$ cat src/rtl/dcache_pkg.sv
// dcache_pkg: shared geometry, FSM state encoding and block/word helpers
// for the 2-way, 16-byte-block write-back data cache controller.
package dcache_pkg;

  localparam int DC_BLOCK_BYTES = 16;
  localparam int DC_SETS        = 32;
  localparam int DC_OFF_W       = $clog2(DC_BLOCK_BYTES);
  localparam int DC_IDX_W       = $clog2(DC_SETS);
  localparam int DC_TAG_W       = 32 - DC_OFF_W - DC_IDX_W;

  typedef enum logic [1:0] {
    ST_IDLE,
    ST_WB,
    ST_REFILL,
    ST_INSTALL
  } state_t;

  // Pick 32-bit word w out of a 128-bit block.
  function automatic logic [31:0] word_sel(input logic [127:0] blk, input logic [1:0] w);
    return blk[{w, 5'b0} +: 32];
  endfunction

  // Move a word's 4 byte enables to its lane in the 16-byte block.
  function automatic logic [15:0] be_expand(input logic [3:0] be, input logic [1:0] w);
    return {12'b0, be} << {w, 2'b00};
  endfunction

endpackage

$ cat src/rtl/dcache_stats.sv
// dcache_stats: three saturating event counters (hit, miss, write-back).
// Ports: clk, rst (async active-low), *_inc strobes in, *_cnt counts out.
module dcache_stats #(
  parameter int CNT_W = 32
) (
  input  logic             clk,
  input  logic             rst,
  input  logic             hit_inc,
  input  logic             miss_inc,
  input  logic             wb_inc,
  output logic [CNT_W-1:0] hit_cnt,
  output logic [CNT_W-1:0] miss_cnt,
  output logic [CNT_W-1:0] wb_cnt
);

  logic [2:0]            inc;
  logic [2:0][CNT_W-1:0] cnt;

  assign inc = {wb_inc, miss_inc, hit_inc};

  for (genvar i = 0; i < 3; i++) begin : g_cnt
    always_ff @(posedge clk or negedge rst) begin
      if (!rst)                    cnt[i] <= '0;
      else if (inc[i] && ~&cnt[i]) cnt[i] <= cnt[i] + 1'b1;  // hold at all-ones
    end
  end

  assign hit_cnt  = cnt[0];
  assign miss_cnt = cnt[1];
  assign wb_cnt   = cnt[2];

endmodule

$ cat src/rtl/dcache_ctrl.sv
// dcache_ctrl: miss-handling controller for a 2-way write-back data cache.
// Hits complete combinationally; misses run WB (dirty victim) -> REFILL ->
// INSTALL, then the held CPU request retries and hits.
// Ports: CPU load/store port (cpu_*), cache SRAM controls and lookup results
// (sram_*), block-wide memory port (mem_*), saturating statistics (*_cnt).
module dcache_ctrl
  import dcache_pkg::*;
#(
  parameter int ADDR_W      = 32,
  parameter int BLOCK_BYTES = DC_BLOCK_BYTES,
  parameter int SETS        = DC_SETS,
  parameter int CNT_W       = 32,
  localparam int OFF_W      = $clog2(BLOCK_BYTES),
  localparam int IDX_W      = $clog2(SETS),
  localparam int TAG_W      = ADDR_W - OFF_W - IDX_W,
  localparam int BA_W       = ADDR_W - OFF_W
) (
  input  logic              clk,
  input  logic              rst,
  input  logic              cpu_req,
  input  logic              cpu_wen,
  input  logic [ADDR_W-1:0] cpu_addr,
  input  logic [3:0]        cpu_be,
  input  logic [31:0]       cpu_wdata,
  output logic [31:0]       cpu_rdata,
  output logic              cpu_stall,
  output logic              sram_en,
  output logic              sram_wen,
  output logic              sram_memWen,
  output logic [15:0]       sram_bytesAccess,
  output logic [BA_W-1:0]   sram_blockAddr,
  output logic [127:0]      sram_dataIn,
  input  logic              sram_hit,
  input  logic              sram_dirty,
  input  logic [127:0]      sram_dataOut,
  input  logic [TAG_W-1:0]  sram_victim_tag,
  input  logic [127:0]      sram_victim_data,
  output logic              mem_req,
  output logic              mem_wen,
  output logic [BA_W-1:0]   mem_addr,
  output logic [127:0]      mem_wdata,
  input  logic [127:0]      mem_rdata,
  input  logic              mem_ready,
  output logic [CNT_W-1:0]  hit_cnt,
  output logic [CNT_W-1:0]  miss_cnt,
  output logic [CNT_W-1:0]  wb_cnt
);

  state_t             state, state_nxt;
  logic [TAG_W-1:0]   vic_tag;
  logic [127:0]       vic_data;
  logic [127:0]       refill_buf;
  logic [BA_W-1:0]    blk_addr;
  logic               look, hit, miss;
  logic [1:0]         wsel;
  logic               unused_addr;

  assign look        = (state == ST_IDLE) && cpu_req;
  assign hit         = look && sram_hit;
  assign miss        = look && !sram_hit;
  assign wsel        = cpu_addr[OFF_W-1:2];
  assign unused_addr = ^cpu_addr[1:0];

  always_ff @(posedge clk or negedge rst) begin
    if (!rst) state <= ST_IDLE;
    else      state <= state_nxt;
  end

  always_comb begin
    state_nxt = state;
    unique case (state)
      ST_IDLE:    if (miss) state_nxt = sram_dirty ? ST_WB : ST_REFILL;
      ST_WB:      if (mem_ready) state_nxt = ST_REFILL;
      ST_REFILL:  if (mem_ready) state_nxt = ST_INSTALL;
      ST_INSTALL: state_nxt = ST_IDLE;
      default:    state_nxt = ST_IDLE;
    endcase
  end

  // Victim and target are captured on the detect cycle so the memory
  // sequence does not depend on the CPU holding its inputs.
  always_ff @(posedge clk or negedge rst) begin
    if (!rst) begin
      vic_tag    <= '0;
      vic_data   <= '0;
      blk_addr   <= '0;
      refill_buf <= '0;
    end else begin
      if (miss) begin
        vic_tag  <= sram_victim_tag;
        vic_data <= sram_victim_data;
        blk_addr <= cpu_addr[ADDR_W-1:OFF_W];
      end
      if (state == ST_REFILL && mem_ready) refill_buf <= mem_rdata;
    end
  end

  always_comb begin
    cpu_rdata        = '0;
    cpu_stall        = 1'b0;
    sram_en          = 1'b0;
    sram_wen         = 1'b0;
    sram_memWen      = 1'b0;
    sram_bytesAccess = '0;
    sram_blockAddr   = '0;
    sram_dataIn      = '0;
    mem_req          = 1'b0;
    mem_wen          = 1'b0;
    mem_addr         = '0;
    mem_wdata        = '0;
    unique case (state)
      ST_IDLE: begin
        if (cpu_req) begin
          sram_en        = 1'b1;
          sram_blockAddr = cpu_addr[ADDR_W-1:OFF_W];
          if (sram_hit) begin
            cpu_rdata = word_sel(sram_dataOut, wsel);
            if (cpu_wen) begin
              sram_wen         = 1'b1;
              sram_dataIn      = {4{cpu_wdata}};
              sram_bytesAccess = be_expand(cpu_be, wsel);
            end
          end else begin
            cpu_stall = 1'b1;
          end
        end
      end
      ST_WB: begin
        cpu_stall = 1'b1;
        mem_req   = 1'b1;
        mem_wen   = 1'b1;
        mem_addr  = {vic_tag, blk_addr[IDX_W-1:0]};
        mem_wdata = vic_data;
      end
      ST_REFILL: begin
        cpu_stall = 1'b1;
        mem_req   = 1'b1;
        mem_addr  = blk_addr;
      end
      ST_INSTALL: begin
        cpu_stall        = 1'b1;
        sram_en          = 1'b1;
        sram_wen         = 1'b1;
        sram_memWen      = 1'b1;
        sram_blockAddr   = blk_addr;
        sram_dataIn      = refill_buf;
        sram_bytesAccess = 16'hFFFF;
      end
      default: ;
    endcase
  end

  dcache_stats #(.CNT_W(CNT_W)) u_stats (
    .clk      (clk),
    .rst      (rst),
    .hit_inc  (hit),
    .miss_inc (miss),
    .wb_inc   (state == ST_WB && mem_ready),
    .hit_cnt  (hit_cnt),
    .miss_cnt (miss_cnt),
    .wb_cnt   (wb_cnt)
  );

endmodule

$ cat config.mk
export PLATFORM = sky130hd
export DESIGN_NAME = dcache_ctrl
export DESIGN_NICKNAME = d
export VERILOG_FILES = /design/src/rtl/dcache_pkg.sv /design/src/rtl/dcache_stats.sv /design/src/rtl/dcache_ctrl.sv
export SDC_FILE = /design/constraint.sdc
export NUM_CORES = 1
export LEC_CHECK = 0
export CORE_AREA = 2 2 363 365
export DETAILED_ROUTE_END_ITERATION = 10
export DIE_AREA = 0 0 365 367
export GPL_TIMING_DRIVEN = 0
export HOLD_SLACK_MARGIN = 0.05
export PLACE_DENSITY = 0.49
export SETUP_SLACK_MARGIN = 0.3
export SLEW_MARGIN = 10
export SYNTH_ARGS = -nofsm -noshare
export SYNTH_HDL_FRONTEND = slang
export SYNTH_SLANG_ARGS = --single-unit
$ cat constraint.sdc
create_clock -name clk -period 2.45 [get_ports clk]
set_input_delay 0.6125 -clock clk [delete_from_list [all_inputs] [get_ports clk]]
set_output_delay 0.6125 -clock clk [all_outputs]
set_load 0.03 [all_outputs]
Word level (Yosys, flattened, before mapping)
Index checks and enable logic that the tools add are counted.
Word-level totals
  logic and storage cells: 70
  flip-flop bits (word level): 405
  input bits: 482
  output and inout bits: 462
Cells by class
  mux-type cells: 32
  add/sub/neg operators: 3
  equality and inequality tests: 6
  reductions and logical operators: 19
  shift-type cells: 2
Operators by type and width (number)
  2-to-1 mux 128 bit: 4
  one-hot mux 128 bit (2 select lines): 1
  indexed part select 128 x 8 -> 32 bit: 1
  one-hot mux 28 bit (2 select lines): 2
  adder 32 x 1 -> 32 bit (second input constant): 3
  2-to-1 mux 32 bit: 3
  AND reduction 32 bit: 3
  2-to-1 mux 16 bit: 3
  one-hot mux 16 bit (2 select lines): 1
  2-to-1 mux 28 bit: 1
  << shifter 4 x 4 -> 16 bit: 1
  2-to-1 mux 1 bit: 9
  logical AND 1 bit: 8
  2-to-1 mux 2 bit: 4
  one-hot mux 2 bit (4 select lines): 1
  inequality test 2 bit (second input constant): 3
  one-hot mux 1 bit (2 select lines): 3
  equality test 2 bit (second input constant): 2
  zero test 1 bit: 4
  AND reduction 3 bit: 1
  OR reduction 3 bit: 1
  equality test 2 x 1 -> 1 bit (second input constant): 1
  zero test 2 bit: 1
  OR reduction 2 bit: 1

Longest topological paths before layout
  depth after elaboration: 5
  gate-level depth with buffers: 10
  gate-level depth less buffers: 7

Cells and area by module
Synthesis repeated with hierarchy kept, for this count alone.
Unflattened totals
  cell total of the unflattened synthesis: 1802
  area, all modules: 20696.1 um^2
Modules (own cells, without submodules)
  dcache_ctrl: area each 16104.2 um^2, seq. area each 7732.4 um^2, times used 1, cells each 1382
  dcache_stats: area each 4591.9 um^2, seq. area each 2402.3 um^2, times used 1, cells each 420

Worst setup path before layout
No wires, ideal clock.
  kind: reg2out
  start point: register state[0]
  end point: output sram_dataIn[0]
  path buffers: 4
  arrival time: 2.185 ns
  slack: -0.348 ns
  stages on the path, launching flop included: 11
  data required time: 1.837 ns
  cell sequence: dfrtp_1 > inv_1 > ha_1 > buf_2 > and2_1 > buf_2 > and3_1 > clkbuf_1 > buf_2 > nand2_1 > a21oi_1
On the way
  word-level cells in the longest chain between the ends: 2
RTL lines
  start: declaration: RTL line dcache_ctrl.sv:49  | state_t state, state_nxt;
  start signal: assignment: RTL line dcache_ctrl.sv:66  | else state <= state_nxt;
  equality test 2 bit or zero test 2 bit (tied branches): RTL line dcache_ctrl.sv:111  | unique case (state)
  one-hot mux 128 bit (2 select lines) (*): RTL line dcache_ctrl.sv:111
  end: declaration: RTL line dcache_ctrl.sv:32  | output logic [127:0] sram_dataIn,
Every way passes the cells marked *; elsewhere a longest branch is shown, timed or not.

Final worst setup path
  start point: register state[0]
  end point: output sram_bytesAccess[13]
On the way
  word-level cells in the longest chain between the ends: 2
RTL lines
  equality test 2 bit or zero test 2 bit (tied branches): RTL line dcache_ctrl.sv:111
  one-hot mux 16 bit (2 select lines) (*): RTL line dcache_ctrl.sv:111
  end: declaration: RTL line dcache_ctrl.sv:30  | output logic [15:0] sram_bytesAccess,
Marked as above.

==> PnR_summary.wiki <==
{| class="wikitable"
! Metric !! Value
|-
| Most used flip-flop cell after synthesis || dfrtp_1
|-
| Total Routing Usage GR || 0.196
|-
| Fraction of registers with async set or reset after synthesis || 1.00
|-
| Critical path endpoint category || output pin
|-
| Area of the die || 0.134 mm^2
|-
| RSZ-0062 raised after global routing || true
|-
| Psw || 0.0199 W
|-
| Cell chosen for the clock root || clkbuf_16
|-
| Insertion delay of the later-clocked pin in the worst-skew pair || 0.64 ns
|-
| Routed wire per std cell || 29.1 um
|-
| Worst rel slew slack || 0.398
|-
| CTS Buf Count || 54
|-
| Internal power component || 0.0268 W
|-
| Critical register-to-register path startpoint || state[0]$_DFFE_PN0P_
|-
| Worst R2R Setup Slack || -0.05 ns
|-
| Final weighted congestion in routability-driven placement || 0.902
|-
| Ratio of total power to cell area || 1160 mW/mm^2
|-
| Vias in the first global route || 20100
|-
| Portion of total power attributed to sequential cells || 0.244
|-
| Yosys Warn Count || 0
|-
| Pre-CTS WS || -2.22 ns
|-
| Number of fill cells || 13600
|-
| Synthesis-stage register bit count || 405
|-
| Count of mapped cells out of synthesis || 1808
|-
| Worst IR drop on VDD || 0.671 mV
|-
| Net count of the mapped netlist || 2298
|-
| Clock Power Share || 0.181
|-
| 1st-iter DRT viols || 1184
|-
| Post-layout total power || 0.0467 W
|-
| Sum of net half-perimeters after detailed placement || 108000 um
|-
| Switching portion of total power || 0.427
|-
| Setup crit start || state[0]$_DFFE_PN0P_
|-
| Number of nets at the end of the flow || 3458
|-
| Delay contributed by the slowest stage of the critical path || 0.43 ns
|-
| Yosys top cell area share || 0.500
|-
| Clock tree from TritonCTS || built
|-
| Tightest Pin Transition || 0.894 ns
|-
| Final Slew Violations || 0
|-
| Min cycle time layout || 3.41 ns
|-
| Post-route design area || 0.0402 mm^2
|-
| Crit path setup slack, layout || -0.955 ns
|-
| Highest-count cells in the layout ignoring fill and taps || 557 x clkdlybuf4s50_1, 403 x dfrtp_1, 357 x buf_6
|-
| Placeable core region || 0.130 mm^2
|-
| Count of antenna-violating nets left after detailed routing || 0
|-
| Initial cell density of the core || 0.155
|-
| Worst setup SP type || flop
|-
| Clock skew after layout || 0.0256 ns
|-
| Sinks on Clock Net || 405
|-
| H-tree depth || 2
|-
| Via/cell ratio || 4.20
|-
| Commonest non-fill, non-tap cell in the layout || clkdlybuf4s50_1
|-
| Count of cell types in the netlist || 48
|-
| Netlist Area Pre-Place || 0.0203 mm^2
|-
| DR vias || 20000
|-
| Standard-cell rows || 133
|-
| Cells along the critical path || inv_4 > ha_4 > buf_8 > and2_4 > buf_12 > and3_4 > clkbuf_16 > o21bai_4 > buf_6 > buf_16 > nor2_4 > buf_6
|-
| Min-Delay Path Class || input port to async pin
|-
| Number of setup violations in the final report || 385
|-
| Fraction of power consumed by combinational cells || 0.575
|-
| Area of placed instances || 0.0329 mm^2
|-
| Post-layout utilization of the core || 0.308
|-
| Pre-antenna DRT Iters || 5
|-
| Cells taking the most area after synthesis || dfrtp_1 50%, mux2_2 17%, and2_1 4.2%, nand2_1 3.7%, mux4_2 3.6%
|-
| Cell with the most instances on the worst path || buf_6
|-
| Worst setup path class || flop to output pin
|-
| Initial antenna violation count || 51
|-
| Remaining DRCs || 0
|-
| Total of max-cap violations || 0
|-
| Maximum number of buffers from clock root to sink || 3
|-
| Failing checks || negative setup slack
|-
| Top achievable clock speed || 294 MHz
|-
| Die boundary width || 365 um
|-
| Reported leakage power || 16.2 nW
|-
| Register area share after synthesis || 0.500
|-
| Share of post-route cells with drive strength above 1 || 0.508
|-
| Required time of the worst setup path || 1.84 ns
|-
| Worst Path Max Fanout || 5
|-
| Final clock period utilization by the worst path || 1.39
|-
| Number of flops mapped to enable cells by yosys || 0
|-
| Reg2Reg Depth || 13
|-
| Final WL || 139000 um
|-
| Layout area overhead || 98.1%
|-
| Port-buffer cells || 938
|-
| Global-route wire length before repair || 179000 um
|-
| Run status || complete, but fails checks
|-
| Clock input transition at the sequential cells of the worst setup and hold paths || 0.05 ns
|-
| Height of the die || 367 um
|-
| Overflow after GRT || 0
|-
| FF-to-FF End || u_stats.hit_cnt[28]$_DFFE_PN0P_
|-
| Pin count of the biggest net entering global routing || 95
|-
| TNS Setup || -244.68 ns
|-
| Arrival time of the worst setup path || 2.79 ns
|-
| Leading area contributor after synthesis || dfrtp_1
|-
| Final hold violation count || 0
|-
| Top-level I/O count || 944
|-
| Mean area per synthesized cell || 11.2 um^2
|-
| Critical Path Slowest Stage Cell || dfrtp_2
|}
## cell families (layout without fill, tap and decap cells)
group | Yosys count | count (layout) | synth area share
and+or+nand+nor | 612 | 612 | 0.158
DFF | 405 | 405 | 0.500
muxes | 343 | 343 | 0.208
AOI/OAI and AO/OA | 213 | 213 | 0.0618
buffers and inverters | 135 | 1338 | 0.0272
xor gates and xnor gates | 92 | 92 | 0.0397
adders and majority gates | 8 | 8 | 0.00494
other | 0 | 9 | 0
## state kept, by name, summed over array words and instances (netlist names)
signal            flops
blk_addr             28
refill_buf          128
state                 2
u_stats.hit_cnt      32
u_stats.miss_cnt     32
u_stats.wb_cnt       32
vic_data            128
vic_tag              23
## Yosys cell counts, types with 4 or more instances
cell type / instances
o21ai_0: 5
clkbuf_1: 92
nand4_1: 41
nor4_4: 4
ha_1: 8
buf_2: 30
and4_1: 9
nor4_1: 4
nor2b_1: 27
dfrtp_1: 405
and2_1: 137
nor2_1: 77
xnor2_1: 65
nor3_1: 9
nor3_2: 4
a21oi_1: 141
a31oi_1: 7
and3_1: 47
mux2_2: 309
nand3_1: 34
inv_1: 10
mux4_2: 32
xor2_1: 27
a22oi_1: 51
nand2_1: 202
## layer usage
layer / GRT usage / vias to the layer above / wire length, um / share of wire
met5: 0 / - / 0 / 0
met4: 0.0498 / 0 / 4150 / 0.030
met3: 0.0471 / 222 / 9760 / 0.070
met2: 0.330 / 867 / 66600 / 0.48
met1: 0.249 / 10300 / 58300 / 0.42
li1: - / 8692 / - / -
## critical path, delay by kind of cell, from the launching register on
kind / cells / cell delay (ns)
simple gates: 3 / 0.53
buf+inv: 7 / 0.94
fa+ha+maj: 1 / 0.13
compound gates: 1 / 0.11
flops: 1 / 0.43
## what timing repair did
action	4_1_cts	5_1_grt
cloned	12	17
endpoints found under the hold margin	35	0
setup endpoints to repair	841	856
hold buffers	1	0
buffers inserted	47	83
resized for setup	2057	1344
pin swaps	23	88
## final cells by class
type                            instances  area (um^2)  area share
Clock inverter                         25          309     0.00769
Tap cell                             1755         2200      0.0547
Antenna cell                            9         22.5    0.000561
Sequential cell                       405        10100       0.252
Clock buffer                           74         1550      0.0385
Timing Repair Buffer                 1104        11800       0.294
Multi-Input combinational cell       1268        12500       0.311
Buffer                                125         1590      0.0395
Inverter                               10         46.3     0.00115
## power groups by stage
| stage | combinational (W) | sequential, W | clock [W] |
|---|---|---|---|
| after floorplan | 0.0109 | 0.0107 | 0 |
| after global routing | 0.0281 | 0.0117 | 0.00895 |
| after global placement | 0.0198 | 0.0113 | 0 |
| after CTS | 0.0230 | 0.0112 | 0.00873 |
| after detailed placement | 0.0199 | 0.0113 | 0 |
| final | 0.0269 | 0.0114 | 0.00844 |
## through the flow
stage / cells / hold WS [ns]
finish: 4775 / 0.463
global route: 4769 / 0.445
CTS: 4666 / 0.420
detailed placement: 4507 / 0.481
global placement: 4501 / 0.478
floorplan: 1808 / 0.317
## how the worst max path moves through the flow
stage,to,slack [ns]
global route,sram_bytesAccess[13],-1.05
global placement,vic_data[10]$_DFFE_PN0P_,-20.33
floorplan,sram_dataIn[101],-0.19
finish,sram_bytesAccess[13],-0.96
detailed placement,sram_dataIn[116],-2.22
CTS,sram_dataIn[64],-1.07
Note: power is estimated with default switching activity, not from simulation.
